--- src/rtl/ptp_stamp_arbiter.sv ---
// PTP timestamp arbiter: edge-detects per-slot stamp events, latches the counter per slot,
// and serialises pending stamps through a round-robin arbiter onto one valid/ready record.
module ptp_stamp_arbiter #(
    parameter int unsigned NUM_PORTS     = 4,
    parameter int unsigned COUNTER_WIDTH = 32,
    parameter int unsigned PORT_ID_W     = 2
) (
    input  logic                       clk,
    input  logic                       reset_n,
    input  logic                       en,
    input  logic [COUNTER_WIDTH-1:0]   counter_val,
    input  logic [2*NUM_PORTS-1:0]     stamp_evt,
    output logic                       out_valid,
    input  logic                       out_rdy,
    output logic [COUNTER_WIDTH-1:0]   out_stamp,
    output logic [PORT_ID_W-1:0]       out_port,
    output logic                       out_dir,
    output logic                       out_lost,
    output logic [15:0]                drop_cnt
);

    localparam int unsigned NumReq = 2 * NUM_PORTS;
    localparam int unsigned IdxW   = $clog2(NumReq);

    typedef enum logic {StIdle, StHold} state_e;

    state_e                   state_q, state_d;
    logic [NumReq-1:0]        evt_q;
    logic [NumReq-1:0]        pending_q, pending_d;
    logic [NumReq-1:0]        lost_q, lost_d;
    logic [COUNTER_WIDTH-1:0] stamp_q [NumReq];
    logic [COUNTER_WIDTH-1:0] stamp_d [NumReq];
    logic [IdxW-1:0]          rr_q, rr_d;
    logic [COUNTER_WIDTH-1:0] out_stamp_q, out_stamp_d;
    logic [PORT_ID_W-1:0]     out_port_q, out_port_d;
    logic                     out_dir_q, out_dir_d;
    logic                     out_lost_q, out_lost_d;
    logic [15:0]              drop_cnt_q, drop_cnt_d;

    logic [NumReq-1:0]        cap;
    logic [NumReq-1:0]        drop_vec;
    logic                     can_load;
    logic                     gnt;
    logic                     any_pend;
    logic [IdxW-1:0]          gnt_idx;
    logic [16:0]              drop_sum;

    assign cap      = stamp_evt & ~evt_q & {NumReq{en}};
    assign can_load = (state_q == StIdle) | out_rdy;
    assign gnt      = can_load & any_pend;

    // Walk downward so the nearest pending slot after rr_q is the last one written.
    always_comb begin
        any_pend = 1'b0;
        gnt_idx  = '0;
        for (int unsigned k = NumReq; k >= 1; k--) begin
            if (pending_q[(int'(rr_q) + k) % NumReq]) begin
                any_pend = 1'b1;
                gnt_idx  = IdxW'((int'(rr_q) + k) % NumReq);
            end
        end
    end

    always_comb begin
        state_d     = state_q;
        pending_d   = pending_q;
        lost_d      = lost_q;
        stamp_d     = stamp_q;
        rr_d        = rr_q;
        out_stamp_d = out_stamp_q;
        out_port_d  = out_port_q;
        out_dir_d   = out_dir_q;
        out_lost_d  = out_lost_q;
        drop_vec    = '0;

        if (can_load) begin
            state_d = gnt ? StHold : StIdle;
        end
        if (gnt) begin
            out_stamp_d        = stamp_q[gnt_idx];
            out_port_d         = PORT_ID_W'(gnt_idx >> 1);
            out_dir_d          = gnt_idx[0];
            out_lost_d         = lost_q[gnt_idx];
            pending_d[gnt_idx] = 1'b0;
            lost_d[gnt_idx]    = 1'b0;
            rr_d               = gnt_idx;
        end

        // A slot granted this cycle counts as free, so a same-cycle event is kept, not dropped.
        for (int unsigned i = 0; i < NumReq; i++) begin
            if (cap[i]) begin
                if (!pending_d[i]) begin
                    stamp_d[i]   = counter_val;
                    pending_d[i] = 1'b1;
                    lost_d[i]    = 1'b0;
                end else begin
                    lost_d[i]   = 1'b1;
                    drop_vec[i] = 1'b1;
                end
            end
        end

        drop_sum   = {1'b0, drop_cnt_q} + 17'($countones(drop_vec));
        drop_cnt_d = drop_sum[16] ? 16'hFFFF : drop_sum[15:0];
    end

    always_ff @(posedge clk or negedge reset_n) begin
        if (!reset_n) begin
            state_q     <= StIdle;
            evt_q       <= '0;
            pending_q   <= '0;
            lost_q      <= '0;
            rr_q        <= IdxW'(NumReq - 1);
            out_stamp_q <= '0;
            out_port_q  <= '0;
            out_dir_q   <= 1'b0;
            out_lost_q  <= 1'b0;
            drop_cnt_q  <= '0;
            for (int unsigned i = 0; i < NumReq; i++) begin
                stamp_q[i] <= '0;
            end
        end else begin
            state_q     <= state_d;
            evt_q       <= stamp_evt;
            pending_q   <= pending_d;
            lost_q      <= lost_d;
            rr_q        <= rr_d;
            out_stamp_q <= out_stamp_d;
            out_port_q  <= out_port_d;
            out_dir_q   <= out_dir_d;
            out_lost_q  <= out_lost_d;
            drop_cnt_q  <= drop_cnt_d;
            for (int unsigned i = 0; i < NumReq; i++) begin
                stamp_q[i] <= stamp_d[i];
            end
        end
    end

    assign out_valid = (state_q == StHold);
    assign out_stamp = out_stamp_q;
    assign out_port  = out_port_q;
    assign out_dir   = out_dir_q;
    assign out_lost  = out_lost_q;
    assign drop_cnt  = drop_cnt_q;

endmodule

--- config.mk ---
export PLATFORM = sky130hd
export DESIGN_NAME = ptp_stamp_arbiter
export DESIGN_NICKNAME = d
export VERILOG_FILES = /design/src/rtl/ptp_stamp_arbiter.sv
export SDC_FILE = /design/constraint.sdc
export NUM_CORES = 1
export LEC_CHECK = 0
export CORE_ASPECT_RATIO = 0.7
export CORE_MARGIN = 2
export CORE_UTILIZATION = 55
export CTS_CLUSTER_SIZE = 30
export DETAILED_ROUTE_END_ITERATION = 10
export DONT_BUFFER_PORTS = 1
export GPL_ROUTABILITY_DRIVEN = 0
export PLACE_DENSITY = 0.83
export SYNTH_ARGS = -nofsm -noshare
export SYNTH_HDL_FRONTEND = slang
export SYNTH_SLANG_ARGS = --single-unit
--- constraint.sdc ---
create_clock -name clk -period 7 [get_ports clk]
set_clock_uncertainty 0.05 [all_clocks]
set_input_delay 2.1 -clock clk [delete_from_list [all_inputs] [get_ports clk]]
set_output_delay 2.1 -clock clk [all_outputs]
set_load 0.005 [all_outputs]
==> impl_metrics.xml <==
<?xml version="1.0" encoding="UTF-8"?>
<metrics>
  <group name="run_status">
    <metric name="outcome" unit="">finished, final reports clean</metric>
  </group>
  <group name="hold_path">
    <metric name="hold_path.class" unit="">flop to flop</metric>
  </group>
  <group name="detailed_routing">
    <metric name="drt_wl_total" unit="um">36700</metric>
    <metric name="drt_drc_violations_left" unit="">0</metric>
    <metric name="vias_per_cell" unit="">6.28</metric>
    <metric name="postRouteAntennaNets" unit="">0</metric>
    <metric name="route.detailed.wl_per_inst" unit="um">22.6</metric>
    <metric name="detailedRoute.firstPassIterationCount" unit="">5</metric>
    <metric name="routed-via-count" unit="">10200</metric>
    <metric name="drt_iter0_drc" unit="">784</metric>
  </group>
  <group name="floorplanning">
    <metric name="num_io_pins" unit="">97</metric>
    <metric name="die_w" unit="um">211</metric>
    <metric name="die-height" unit="um">149</metric>
    <metric name="num_rows" unit="">52</metric>
    <metric name="floorplan.die_area" unit="um2">31400</metric>
    <metric name="initial_utilization" unit="">0.565</metric>
    <metric name="core" unit="um2">29100</metric>
  </group>
  <group name="global_route">
    <metric name="grt_first_pass_wirelength" unit="um">59300</metric>
    <metric name="vias_in_the_first_global_route" unit="">10600</metric>
    <metric name="grt.total_usage" unit="">0.240</metric>
    <metric name="grt_max_degree" unit="">337</metric>
    <metric name="antenna_found_initial" unit="">0</metric>
    <metric name="globalRoute.totalOverflow" unit="">0</metric>
  </group>
  <group name="cts">
    <metric name="worst_skew_pair.late_latency" unit="ns">0.58</metric>
    <metric name="clk_pin_slew" unit="ns">0.06</metric>
    <metric name="ctsHtreeMaxLevel" unit="">1</metric>
    <metric name="cts_tree" unit="">built</metric>
    <metric name="cts-root-buf" unit="">sky130_fd_sc_hd__clkbuf_16</metric>
    <metric name="clockBufferDepth" unit="">3</metric>
    <metric name="cts_hold_repair.buffers" unit="">0</metric>
    <metric name="clock_sink_count" unit="">336</metric>
    <metric name="cts_buffers" unit="">31</metric>
  </group>
  <group name="synth">
    <metric name="synth_cell_types" unit="">70</metric>
    <metric name="syn-mean-instance-area" unit="um2">13.3</metric>
    <metric name="synth_top_area_share" unit="">0.506</metric>
    <metric name="synth_enable_flop_cells" unit="">0</metric>
    <metric name="synth_warnings" unit="">0</metric>
    <metric name="synth_seq_area_share" unit="">0.511</metric>
    <metric name="post_synthesis_async_set_or_reset_flop_share" unit="">1.00</metric>
    <metric name="synth_top_cell_by_area" unit="">sky130_fd_sc_hd__dfrtp_1</metric>
    <metric name="synthTopCellsByArea" unit="">sky130_fd_sc_hd__dfrtp_1 (51%), sky130_fd_sc_hd__mux2_2 (17%), sky130_fd_sc_hd__mux2i_1 (9.3%), sky130_fd_sc_hd__mux2_4 (2.7%), sky130_fd_sc_hd__mux4_2 (2.1%)</metric>
    <metric name="post_synth_inst_count" unit="">1241</metric>
    <metric name="syn-num-nets" unit="">1298</metric>
    <metric name="yosys_register_bits" unit="">336</metric>
    <metric name="mapped_area" unit="um2">16500</metric>
    <metric name="postSynth.topFlopCell" unit="">sky130_fd_sc_hd__dfrtp_1</metric>
  </group>
  <group name="critical_path">
    <metric name="critPathLaunchType" unit="">flop</metric>
    <metric name="cp_cell_sequence" unit="">clkinv_2 -&gt; ha_1 -&gt; mux4_2 -&gt; and2_4 -&gt; or4_1 -&gt; a311o_1 -&gt; a211o_4 -&gt; and2_1 -&gt; and2_1 -&gt; nor2_1 -&gt; fa_1 -&gt; inv_1 -&gt; fa_1 -&gt; inv_1 -&gt; fa_1 -&gt; fa_2 -&gt; fa_1 -&gt; a21o_1 -&gt; a21oi_4 -&gt; and3b_1 -&gt; xnor2_1 -&gt; nand2_1</metric>
    <metric name="crit_path_max_incr_delay" unit="ns">0.60</metric>
    <metric name="timing_worst_setup_path_type" unit="">flop to flop</metric>
    <metric name="crit_path_frequent_cell" unit="">sky130_fd_sc_hd__fa_1</metric>
    <metric name="timing.critical_path.arrival" unit="ns">7.11</metric>
    <metric name="critPathCaptureType" unit="">flop</metric>
    <metric name="timing.critical_path.fanout_max" unit="">8</metric>
    <metric name="critical_path_required" unit="ns">7.42</metric>
    <metric name="worst_path_max_delay_cell" unit="">sky130_fd_sc_hd__dfstp_2</metric>
  </group>
  <group name="layout">
    <metric name="final_common_cell" unit="">sky130_fd_sc_hd__dfrtp_1</metric>
    <metric name="final_cell_mix" unit="">sky130_fd_sc_hd__dfrtp_1 (333), sky130_fd_sc_hd__mux2_2 (244), sky130_fd_sc_hd__mux2i_1 (153), sky130_fd_sc_hd__nand2_1 (65), sky130_fd_sc_hd__o21ai_0 (42)</metric>
    <metric name="final_core_util" unit="">0.610</metric>
    <metric name="n_antenna_cell" unit="">0</metric>
    <metric name="final_layout_size_suffix_gt1_frac" unit="">0.317</metric>
    <metric name="fillers" unit="">2216</metric>
    <metric name="finalNetCount" unit="">1285</metric>
    <metric name="area_delta_synth_final" unit="%">7.93</metric>
  </group>
  <group name="sta">
    <metric name="layout_min_cycle_time" unit="ns">6.69</metric>
    <metric name="post-route-period-util" unit="">0.956</metric>
    <metric name="worstMarginPinSlew" unit="ns">1.10</metric>
    <metric name="slew_headroom" unit="">0.265</metric>
    <metric name="fin_hold_ws" unit="ns">0.446</metric>
    <metric name="count_of_final_hold_check_violations" unit="">0</metric>
    <metric name="unrepaired_setup_endpoints_after_global_routing" unit="">false</metric>
    <metric name="timing.fmax" unit="MHz">149</metric>
    <metric name="report.final.setup_viol" unit="">0</metric>
    <metric name="postLayoutSetupSlackWorst" unit="ns">0.307</metric>
    <metric name="tns" unit="ns">0</metric>
    <metric name="report.final.slew_viol_count" unit="">0</metric>
  </group>
  <group name="placed_design">
    <metric name="dp_slack" unit="ns">-0.197</metric>
    <metric name="detailed_place_hpwl" unit="um">22600</metric>
    <metric name="io_buffers" unit="">0</metric>
  </group>
  <group name="job">
    <metric name="maxCapViolations" unit="">0</metric>
  </group>
</metrics>
[flip-flops by register name (all words and copies together) (netlist names)]
signal     count
out_port       2
stamp_q      256
pending_q      8
rr_q           3
out_lost       1
out_dir        1
drop_cnt      16
out_valid      1
evt_q          8
out_stamp     32
lost_q         8
[critical path: cells and delay by family (launching register included)]
family                   cells  cell delay [ns]
flip-flops                   1             0.60
XOR/XNOR                     1             0.13
AND/OR/NAND/NOR              7             1.45
buffers and inverters        3             0.28
AO/OA/AOI/OAI                4             1.20
adder cells (fa/ha/maj)      6             2.46
multiplexers                 1             0.37
[synth_stat cells, types with 6 or more instances]
master	count
sky130_fd_sc_hd__clkbuf_1	28
sky130_fd_sc_hd__mux2_2	244
sky130_fd_sc_hd__ha_1	8
sky130_fd_sc_hd__mux4_2	15
sky130_fd_sc_hd__nand3b_1	8
sky130_fd_sc_hd__o22a_1	12
sky130_fd_sc_hd__inv_1	16
sky130_fd_sc_hd__o21ai_0	43
sky130_fd_sc_hd__a22oi_1	15
sky130_fd_sc_hd__mux2_1	7
sky130_fd_sc_hd__nor3_1	11
sky130_fd_sc_hd__mux2_4	30
sky130_fd_sc_hd__a221o_1	10
sky130_fd_sc_hd__nor2_1	23
sky130_fd_sc_hd__xor2_1	6
sky130_fd_sc_hd__buf_2	23
sky130_fd_sc_hd__a21o_1	8
sky130_fd_sc_hd__and3_1	6
sky130_fd_sc_hd__buf_6	18
sky130_fd_sc_hd__nand3_1	6
sky130_fd_sc_hd__mux2i_1	153
sky130_fd_sc_hd__a21oi_1	25
sky130_fd_sc_hd__nand2b_1	8
sky130_fd_sc_hd__nand2_1	65
sky130_fd_sc_hd__dfrtp_1	333
sky130_fd_sc_hd__nor2b_1	6
sky130_fd_sc_hd__o2bb2ai_1	12
sky130_fd_sc_hd__buf_4	11
sky130_fd_sc_hd__xnor2_1	7
sky130_fd_sc_hd__and2_1	9
[path summary, 6_finish.rpt]
kind	start	endpoint	slack, ns	cells past startpoint
worst min-delay path	stamp_q[37]$_DFFE_PN0P_	stamp_q[37]$_DFFE_PN0P_	0.45	1
max in group asynchronous	reset_n	rr_q[0]$_DFFE_PN1N_	5.32	0
min in group asynchronous	reset_n	stamp_q[185]$_DFFE_PN0P_	1.19	0
worst max register to register	rr_q[0]$_DFFE_PN1N_	drop_cnt[8]$_DFF_PN0_	0.31	22
worst min register to register	stamp_q[37]$_DFFE_PN0P_	stamp_q[37]$_DFFE_PN0P_	0.45	1
worst max-delay path	rr_q[0]$_DFFE_PN1N_	drop_cnt[8]$_DFF_PN0_	0.31	22
[per-layer routing]
layer / wire (um) / track usage / vias to the layer above
li1: - / - / 4523
met1: 16300 / 0.331 / 5322
met2: 16700 / 0.377 / 303
met3: 2780 / 0.0661 / 66
met4: 986 / 0.0658 / 0
met5: 0 / 0 / -
[kinds of logic (layout without fill, tap and decap cells)]
family                     after synthesis  count (layout)  share of synthesized area
muxes                                  449             449                      0.313
adders and majority gates               13              13                     0.0122
and+or+nand+nor                        163             163                     0.0508
DFF                                    336             336                      0.511
xor gates and xnor gates                13              13                    0.00692
buffers and inverters                  100             108                     0.0353
AOI/OAI and AO/OA                      167             167                     0.0714
[metrics by stage]
| stage | instances | area [um2] |
|---|---|---|
| 4_1_cts | 1621 | 17700 |
| 6_report | 1627 | 17800 |
| 3_5_place_dp | 1567 | 16700 |
| 2_1_floorplan | 1241 | 16500 |
| 5_1_grt | 1627 | 17800 |
| 3_3_place_gp | 1567 | 16700 |
[final cells by class]
cell class | instances | area (um2) | share of cell area
well taps | 378 | 473 | 0.0266
clock inverters | 5 | 57.6 | 0.00324
clock buffers | 49 | 933 | 0.0525
flip-flops and latches | 336 | 8410 | 0.473
inverters | 17 | 65.1 | 0.00366
repair buffers | 37 | 285 | 0.0161
multi-input cells | 805 | 7540 | 0.425
[what timing repair did]
item	4_1_cts	5_1_grt
resized for setup	1	4
endpoints found under the hold margin	0	0
endpoints found under the setup margin	13	16
pin swaps	0	1
setup buffers	0	6
Power is left out: the tool's default activity adds up to more than one toggle a clock period on the data nets, which glitch-free logic cannot reach.
